**src/rtl/memory_byte_sequencer_if.sv**
```systemverilog
// memory_byte_sequencer_if: request, RAM-port and completion signals of the byte sequencer.
`default_nettype none

interface memory_byte_sequencer_if #(
  parameter int ADDR_WIDTH = 13
);
  logic                  start;
  logic                  write;
  logic [1:0]            size;
  logic [31:0]           Byte0;
  logic [31:0]           Byte1;
  logic [31:0]           Byte2;
  logic [31:0]           Byte3;
  logic [31:0]           write_data;
  logic [ADDR_WIDTH-1:0] mem_addr;
  logic                  mem_we;
  logic [7:0]            mem_wdata;
  logic [7:0]            mem_rdata;
  logic                  busy;
  logic                  done;
  logic                  fault;
  logic [31:0]           read_data;

  modport slave (
    input  start, write, size, Byte0, Byte1, Byte2, Byte3, write_data, mem_rdata,
    output mem_addr, mem_we, mem_wdata, busy, done, fault, read_data
  );

  modport master (
    output start, write, size, Byte0, Byte1, Byte2, Byte3, write_data, mem_rdata,
    input  mem_addr, mem_we, mem_wdata, busy, done, fault, read_data
  );
endinterface

`default_nettype wire

```
**src/rtl/memory_byte_sequencer.sv**
```systemverilog
// memory_byte_sequencer: walks 1/2/4 byte lanes over a byte-wide synchronous RAM for load/store.
// Optional FAULT_CHECK_EN rejects sentinel/out-of-range lane addresses without touching the RAM.
`default_nettype none

module memory_byte_sequencer #(
  parameter int ADDR_WIDTH = 13
) (
  input  wire logic               clock,
  input  wire logic               reset,
  memory_byte_sequencer_if.slave  bus
);

  localparam logic [1:0] IDLE   = 2'd0;
  localparam logic [1:0] ACCESS = 2'd1;
  localparam logic [1:0] DRAIN  = 2'd2;
  localparam logic [1:0] FINISH = 2'd3;

  logic [1:0]            r_state;
  logic                  r_write;
  logic [1:0]            r_last;
  logic [1:0]            r_cnt;
  logic [ADDR_WIDTH-1:0] r_addr [4];
  logic [31:0]           r_wdata;
  logic [31:0]           r_word;
  logic                  r_cap_valid;
  logic [1:0]            r_cap_lane;
  logic [ADDR_WIDTH-1:0] r_mem_addr;
  logic                  r_mem_we;
  logic [7:0]            r_mem_wdata;
  logic [31:0]           r_read_data;

  logic [31:0]           w_lane [4];
  logic [1:0]            w_last;
  logic [1:0]            w_next_cnt;
  logic [31:0]           w_word_next;

  assign w_lane[0]  = bus.Byte0;
  assign w_lane[1]  = bus.Byte1;
  assign w_lane[2]  = bus.Byte2;
  assign w_lane[3]  = bus.Byte3;
  assign w_next_cnt = r_cnt + 2'd1;

  // Index of the final lane: size 2 and 3 both mean a full word.
  always_comb begin
    case (bus.size)
      2'd0:    w_last = 2'd0;
      2'd1:    w_last = 2'd1;
      default: w_last = 2'd3;
    endcase
  end

  // RAM data arrives one cycle after its address, so merge it into the lane captured last cycle.
  always_comb begin
    w_word_next = r_word;
    w_word_next[{r_cap_lane, 3'b000} +: 8] = bus.mem_rdata;
  end

`ifdef FAULT_CHECK_EN
  logic r_fault;
  logic w_bad;

  always_comb begin
    w_bad = 1'b0;
    for (int k = 0; k < 4; k++) begin
      if (k <= int'(w_last)) begin
        if ((w_lane[k] == 32'hFFFF_FFFF) || (w_lane[k][31:ADDR_WIDTH] != '0)) begin
          w_bad = 1'b1;
        end
      end
    end
  end

  assign bus.fault = r_fault && (r_state == FINISH);
`else
  assign bus.fault = 1'b0;
`endif

  always_ff @(posedge clock) begin
    if (reset) begin
      r_state     <= IDLE;
      r_write     <= 1'b0;
      r_last      <= 2'd0;
      r_cnt       <= 2'd0;
      r_wdata     <= '0;
      r_word      <= '0;
      r_cap_valid <= 1'b0;
      r_cap_lane  <= 2'd0;
      r_mem_addr  <= '0;
      r_mem_we    <= 1'b0;
      r_mem_wdata <= '0;
      r_read_data <= '0;
`ifdef FAULT_CHECK_EN
      r_fault     <= 1'b0;
`endif
    end else begin
      if (r_cap_valid) begin
        r_word <= w_word_next;
      end
      case (r_state)
        IDLE: begin
          if (bus.start) begin
            r_write     <= bus.write;
            r_last      <= w_last;
            r_wdata     <= bus.write_data;
            r_cnt       <= 2'd0;
            r_word      <= '0;
            r_cap_valid <= 1'b0;
            for (int k = 0; k < 4; k++) begin
              r_addr[k] <= w_lane[k][ADDR_WIDTH-1:0];
            end
`ifdef FAULT_CHECK_EN
            r_fault <= w_bad;
            if (w_bad) begin
              r_state <= FINISH;
              if (!bus.write) begin
                r_read_data <= 32'hFFFF_FFFF;
              end
            end else
`endif
            begin
              r_mem_addr  <= w_lane[0][ADDR_WIDTH-1:0];
              r_mem_we    <= bus.write;
              r_mem_wdata <= bus.write_data[7:0];
              r_state     <= ACCESS;
            end
          end
        end
        ACCESS: begin
          r_cap_valid <= !r_write;
          r_cap_lane  <= r_cnt;
          if (r_cnt == r_last) begin
            r_mem_we <= 1'b0;
            r_state  <= r_write ? FINISH : DRAIN;
          end else begin
            r_cnt       <= w_next_cnt;
            r_mem_addr  <= r_addr[w_next_cnt];
            r_mem_wdata <= r_wdata[{w_next_cnt, 3'b000} +: 8];
          end
        end
        DRAIN: begin
          r_cap_valid <= 1'b0;
          r_read_data <= w_word_next;
          r_state     <= FINISH;
        end
        default: begin
          r_state <= IDLE;
        end
      endcase
    end
  end

  assign bus.mem_addr  = r_mem_addr;
  assign bus.mem_we    = r_mem_we;
  assign bus.mem_wdata = r_mem_wdata;
  assign bus.busy      = (r_state != IDLE);
  assign bus.done      = (r_state == FINISH);
  assign bus.read_data = r_read_data;

endmodule

`default_nettype wire

```
**src/flat_wrapper.sv**
```systemverilog
// flat-port wrapper written by rule: the top's interface ports become plain ports
module memory_byte_sequencer_flat 
#(
  parameter int ADDR_WIDTH = 13
)
  (clock, reset, bus_start, bus_write, bus_size, bus_Byte0, bus_Byte1, bus_Byte2, bus_Byte3, bus_write_data, bus_mem_rdata, bus_mem_addr, bus_mem_we, bus_mem_wdata, bus_busy, bus_done, bus_fault, bus_read_data);
  memory_byte_sequencer_if #(.ADDR_WIDTH(ADDR_WIDTH)) bus_i ();
  input  wire logic clock;
  input  wire logic reset;
  input wire logic [$bits(bus_i.start)-1:0] bus_start;
  input wire logic [$bits(bus_i.write)-1:0] bus_write;
  input wire logic [$bits(bus_i.size)-1:0] bus_size;
  input wire logic [$bits(bus_i.Byte0)-1:0] bus_Byte0;
  input wire logic [$bits(bus_i.Byte1)-1:0] bus_Byte1;
  input wire logic [$bits(bus_i.Byte2)-1:0] bus_Byte2;
  input wire logic [$bits(bus_i.Byte3)-1:0] bus_Byte3;
  input wire logic [$bits(bus_i.write_data)-1:0] bus_write_data;
  input wire logic [$bits(bus_i.mem_rdata)-1:0] bus_mem_rdata;
  output wire logic [$bits(bus_i.mem_addr)-1:0] bus_mem_addr;
  output wire logic [$bits(bus_i.mem_we)-1:0] bus_mem_we;
  output wire logic [$bits(bus_i.mem_wdata)-1:0] bus_mem_wdata;
  output wire logic [$bits(bus_i.busy)-1:0] bus_busy;
  output wire logic [$bits(bus_i.done)-1:0] bus_done;
  output wire logic [$bits(bus_i.fault)-1:0] bus_fault;
  output wire logic [$bits(bus_i.read_data)-1:0] bus_read_data;
  assign bus_i.start = bus_start;
  assign bus_i.write = bus_write;
  assign bus_i.size = bus_size;
  assign bus_i.Byte0 = bus_Byte0;
  assign bus_i.Byte1 = bus_Byte1;
  assign bus_i.Byte2 = bus_Byte2;
  assign bus_i.Byte3 = bus_Byte3;
  assign bus_i.write_data = bus_write_data;
  assign bus_i.mem_rdata = bus_mem_rdata;
  assign bus_mem_addr = bus_i.mem_addr;
  assign bus_mem_we = bus_i.mem_we;
  assign bus_mem_wdata = bus_i.mem_wdata;
  assign bus_busy = bus_i.busy;
  assign bus_done = bus_i.done;
  assign bus_fault = bus_i.fault;
  assign bus_read_data = bus_i.read_data;
  memory_byte_sequencer #(.ADDR_WIDTH(ADDR_WIDTH)) u_core (.clock(clock), .reset(reset), .bus(bus_i));
endmodule
```
**config.mk**
```make
export PLATFORM = sky130hd
export DESIGN_NAME = memory_byte_sequencer_flat
export DESIGN_NICKNAME = d
export VERILOG_FILES = /design/src/rtl/memory_byte_sequencer_if.sv /design/src/rtl/memory_byte_sequencer.sv /design/src/flat_wrapper.sv
export SDC_FILE = /design/constraint.sdc
export NUM_CORES = 1
export LEC_CHECK = 0
export BUFFER_PORTS_ARGS = -buffer_cell sky130_fd_sc_hd__buf_2
export CORE_MARGIN = 2
export CORE_UTILIZATION = 51
export DETAILED_ROUTE_END_ITERATION = 10
export PLACE_DENSITY = 0.77
export SLEW_MARGIN = 40
export SYNTH_ARGS = -nofsm -noshare
export SYNTH_HDL_FRONTEND = slang
export SYNTH_SLANG_ARGS = --single-unit
```
**constraint.sdc**
```tcl
create_clock -name clock -period 2.9 [get_ports clock]
set_input_delay 0.145 -clock clock [delete_from_list [all_inputs] [get_ports clock]]
set_output_delay 0.145 -clock clock [all_outputs]
set_load 0.05 [all_outputs]
```
==> run_results.csv <==
group,metric,value,unit
clock_network,cts_tree,"done",
sta,timing.setup.tns,0,ps
sta,fmax,431.3,MHz
floorplan,die_w,124.1,um
floorplan,dieArea,0.01541,mm^2
sta,finalMaxSlewViolations,0,
routing,drt-total-wl,19180,um
power,pwr-share-comb,37.0,%
floorplan,num_io_pins,231,
floorplan,initial_utilization,52.61,%
synthesis,syn_inst,726,
clock_network,cts_inserted_buffers,17,
global_route,grt_first_pass_wirelength,30370,um
floorplan,fp.dieH,124.1,um
clock_network,cts_root_buf,"clkbuf_16",
power,p_int,5.531,mW
synthesis,yosysWarnings,0,
synthesis,synth.top_cells.by_area,"dfxtp_1 (35%), edfxtp_1 (21%), a22o_1 (5.8%)",
worst_setup_path,arrival,2680,ps
routing,drc,0,
worst_setup_path,worst_setup_path_end_kind,"flop",
synthesis,synth-edff-count,52,
worst_setup_path,path_cells,"inv_1 > ha_1 > nand2_2 > nor4b_2 > a22oi_1 > nor2_1",
global_route,antenna_found_initial,1,
power,p_sw_share,39.97,%
worst_setup_path,path_delay_family,"simple AND/OR/NAND/NOR gates",
worst_hold_path,min_path_type,"in2reg",
sta,period_needed,2318,ps
worst_setup_path,critPathBufInv,1,
global_route,grt_start_max_net_pins,88,
global_route,gr-usage-all-layers,25.69,%
power,p_sw,3.683,mW
worst_setup_path,critPathSlowestCell,"nor4b_2",
finish,drive_above_1_share,22.91,%
global_route,grt_pass1_vias,6139,
clock_network,cts_resized,0,
power,power.density,945.2,mW/mm^2
sta,rsz0062_at_grt,"no",
outcome,status,"finished clean",
synthesis,yosys.area.top_type,"dfxtp_1",
routing,vias_per_cell,5.568,
synthesis,synth_top_area_share,34.82,%
synthesis,synth_ff_type,"dfxtp_1",
finish,area_delta_synth_final,32.47,%
routing,routedWlPerCell,16.87,um
power,p_leak,3.787,nW
placement,globalplace.congestion,0.8322,
synthesis,ys_ff_latch,180,
synthesis,yosysSeqAreaShare,56.04,%
power,ir_worst_vdd,568.3,uV
routing,drt-initial-drc-count,491,
finish,nFillCells,1039,
clock_network,clock_sinks,180,
clock_network,htreeDepth,4,
global_route,overflow,0,
worst_setup_path,crit_fanout,15,
run,cap_violations,0,
synthesis,avgSynthCellArea,10.14,um^2
worst_setup_path,critPathRequiredTime,3260,ps
synthesis,synth_nets,910,
worst_setup_path,cp-start-kind,"flop",
power,clkPwrFrac,25.8,%
sta,worst_pin_slew,705.2,ps
synthesis,syn_area,0.007360,mm^2
clock_network,clock_path_buffers,2,
power,seq_power_share,37.3,%
sta,hold_viol_final,0,
synthesis,synth_cell_types,46,
worst_setup_path,max_stage_delay,680,ps
routing,vias,6331,
floorplan,rows,43,
floorplan,core,0.01399,mm^2
sta,finalCritPeriodShare,79.95,%
sta,slew_headroom,52.86,%
placement,io_buffers,153,
power,p_total,9.215,mW
finish,nets,1127,
finish,fin_util,69.70,%
routing,postRouteAntennaNets,0,
placement,hpwlAfterDp,10880,um
sta,setup_viol,0,
sta,finClkSkew,9.074,ps
worst_setup_path,critPathKind,"reg2reg",
clock_network,clk_latency,430,ps
synthesis,ys_async_sr_fraction,0,%
clock_network,clk_pin_slew,70,ps
routing,drt_first_pass_iters,5,
==> cells in the mapped netlist (6+ instances only) <==
| master | n |
|---|---|
| a22o_1 | 49 |
| nor2_1 | 111 |
| nor3_1 | 32 |
| a22oi_1 | 32 |
| ha_1 | 10 |
| mux2_2 | 6 |
| o21ai_0 | 26 |
| o21ai_1 | 7 |
| dfxtp_1 | 128 |
| a31oi_1 | 15 |
| nand3_1 | 17 |
| a21oi_1 | 37 |
| edfxtp_1 | 52 |
| a311oi_1 | 8 |
| buf_2 | 14 |
| a211oi_1 | 30 |
| clkbuf_1 | 36 |
| nor2b_1 | 17 |
| nand2_1 | 10 |
| mux2i_1 | 9 |
| inv_1 | 23 |
| nand2b_1 | 7 |
| or3b_1 | 11 |
| nand3b_1 | 7 |
==> power groups by stage <==
stage / sequential [mW] / clock (mW) / combinational [mW]
after floorplan: 4.47 / 0 / 1.48
after global placement: 3.46 / 0 / 3.23
after detailed placement: 3.47 / 0 / 3.27
after CTS: 3.42 / 2.41 / 3.37
after global routing: 3.49 / 2.52 / 3.71
final: 3.43 / 2.38 / 3.41
==> through the flow <==
step                      setup WS (ps)  hold WS [ps]  std cells  cell area (um^2)
after floorplan                   633.5         243.9        726              7360
after global placement            715.9         322.3       1016              8239
after detailed placement          658.8         323.1       1016              8239
after CTS                         598.5         24.54       1136              9738
after global routing              305.4         85.54       1137              9749
final                             581.5         58.14       1137              9749
==> cell families (layout without fill, tap and decap cells) <==
kind of cell | count (synthesis) | in the layout | share of synthesized area, %
adder cells (fa/ha/maj) | 10 | 10 | 1.700
buffers and inverters | 82 | 312 | 4.726
other | 1 | 2 | 0.05095
flip-flops | 180 | 180 | 56.04
XOR/XNOR | 2 | 2 | 0.2381
AO/OA/AOI/OAI | 210 | 210 | 19.86
multiplexers | 15 | 15 | 2.142
AND/OR/NAND/NOR | 226 | 226 | 15.25
==> what timing repair did <==
action	4_1_cts	5_1_grt
buffers inserted	0	0
hold buffers	88	0
hold endpoints to repair	87	0
==> sequential cells by signal (all words and copies together) (netlist names), 8 cells and up <==
name	count
u_core.r_wdata	32
u_core.bus.mem_wdata	8
u_core.bus.read_data	32
u_core.r_addr	52
u_core.bus.mem_addr	13
u_core.r_word	32
==> per-layer routing <==
layer / share of wire [%] / global-route usage [%]
met3: 5.7 / 5.495
met1: 42 / 31.03
met5: 0 / 0
met4: 2.5 / 12.01
met2: 50 / 43.72
==> worst reg2reg max path, cell delays in order, from the launching register on <==
cell	delay (ps)
dfxtp_1	410
inv_1	170
ha_1	470
nand2_2	230
nor4b_2	680
a22oi_1	150
nor2_1	140
==> final timing paths <==
kind / from / slack (ps) / to / depth (start not counted)
setup / recovery: u_core.r_cap_lane[0]$_SDFFE_PP0N_ / 580 / u_core.r_word[6]$_SDFF_PP0_ / 6
hold / removal: bus_mem_rdata[6] / 60 / u_core.r_word[22]$_SDFF_PP0_ / 3
setup reg to reg: u_core.r_cap_lane[0]$_SDFFE_PP0N_ / 580 / u_core.r_word[6]$_SDFF_PP0_ / 6
hold reg to reg: u_core.r_wdata[8]$_SDFFE_PP0P_ / 470 / u_core.r_wdata[8]$_SDFFE_PP0P_ / 1
==> placed cells by master (no fill, tap or decap), types with 23 or more instances in the layout <==
master         count
dfxtp_1          127
edfxtp_1          52
dlygate4sd3_1     88
a22oi_1           32
nor3_1            32
nor2_1           110
a211oi_1          30
buf_2            153
a22o_1            49
a21oi_1           36
inv_1             23
o21ai_0           26
==> layout make-up <==
type	count	area, um^2	share of cell area (%)
flip-flops and latches	180	4125	42.31
multi-input cells	464	2913	29.88
repair buffers	257	1779	18.25
clock buffers	19	442.9	4.543
well taps	180	225.2	2.310
clock inverters	13	175.2	1.797
inverters	23	86.33	0.8855
diodes	1	2.502	0.02567
(Power assumes the default switching activity.)
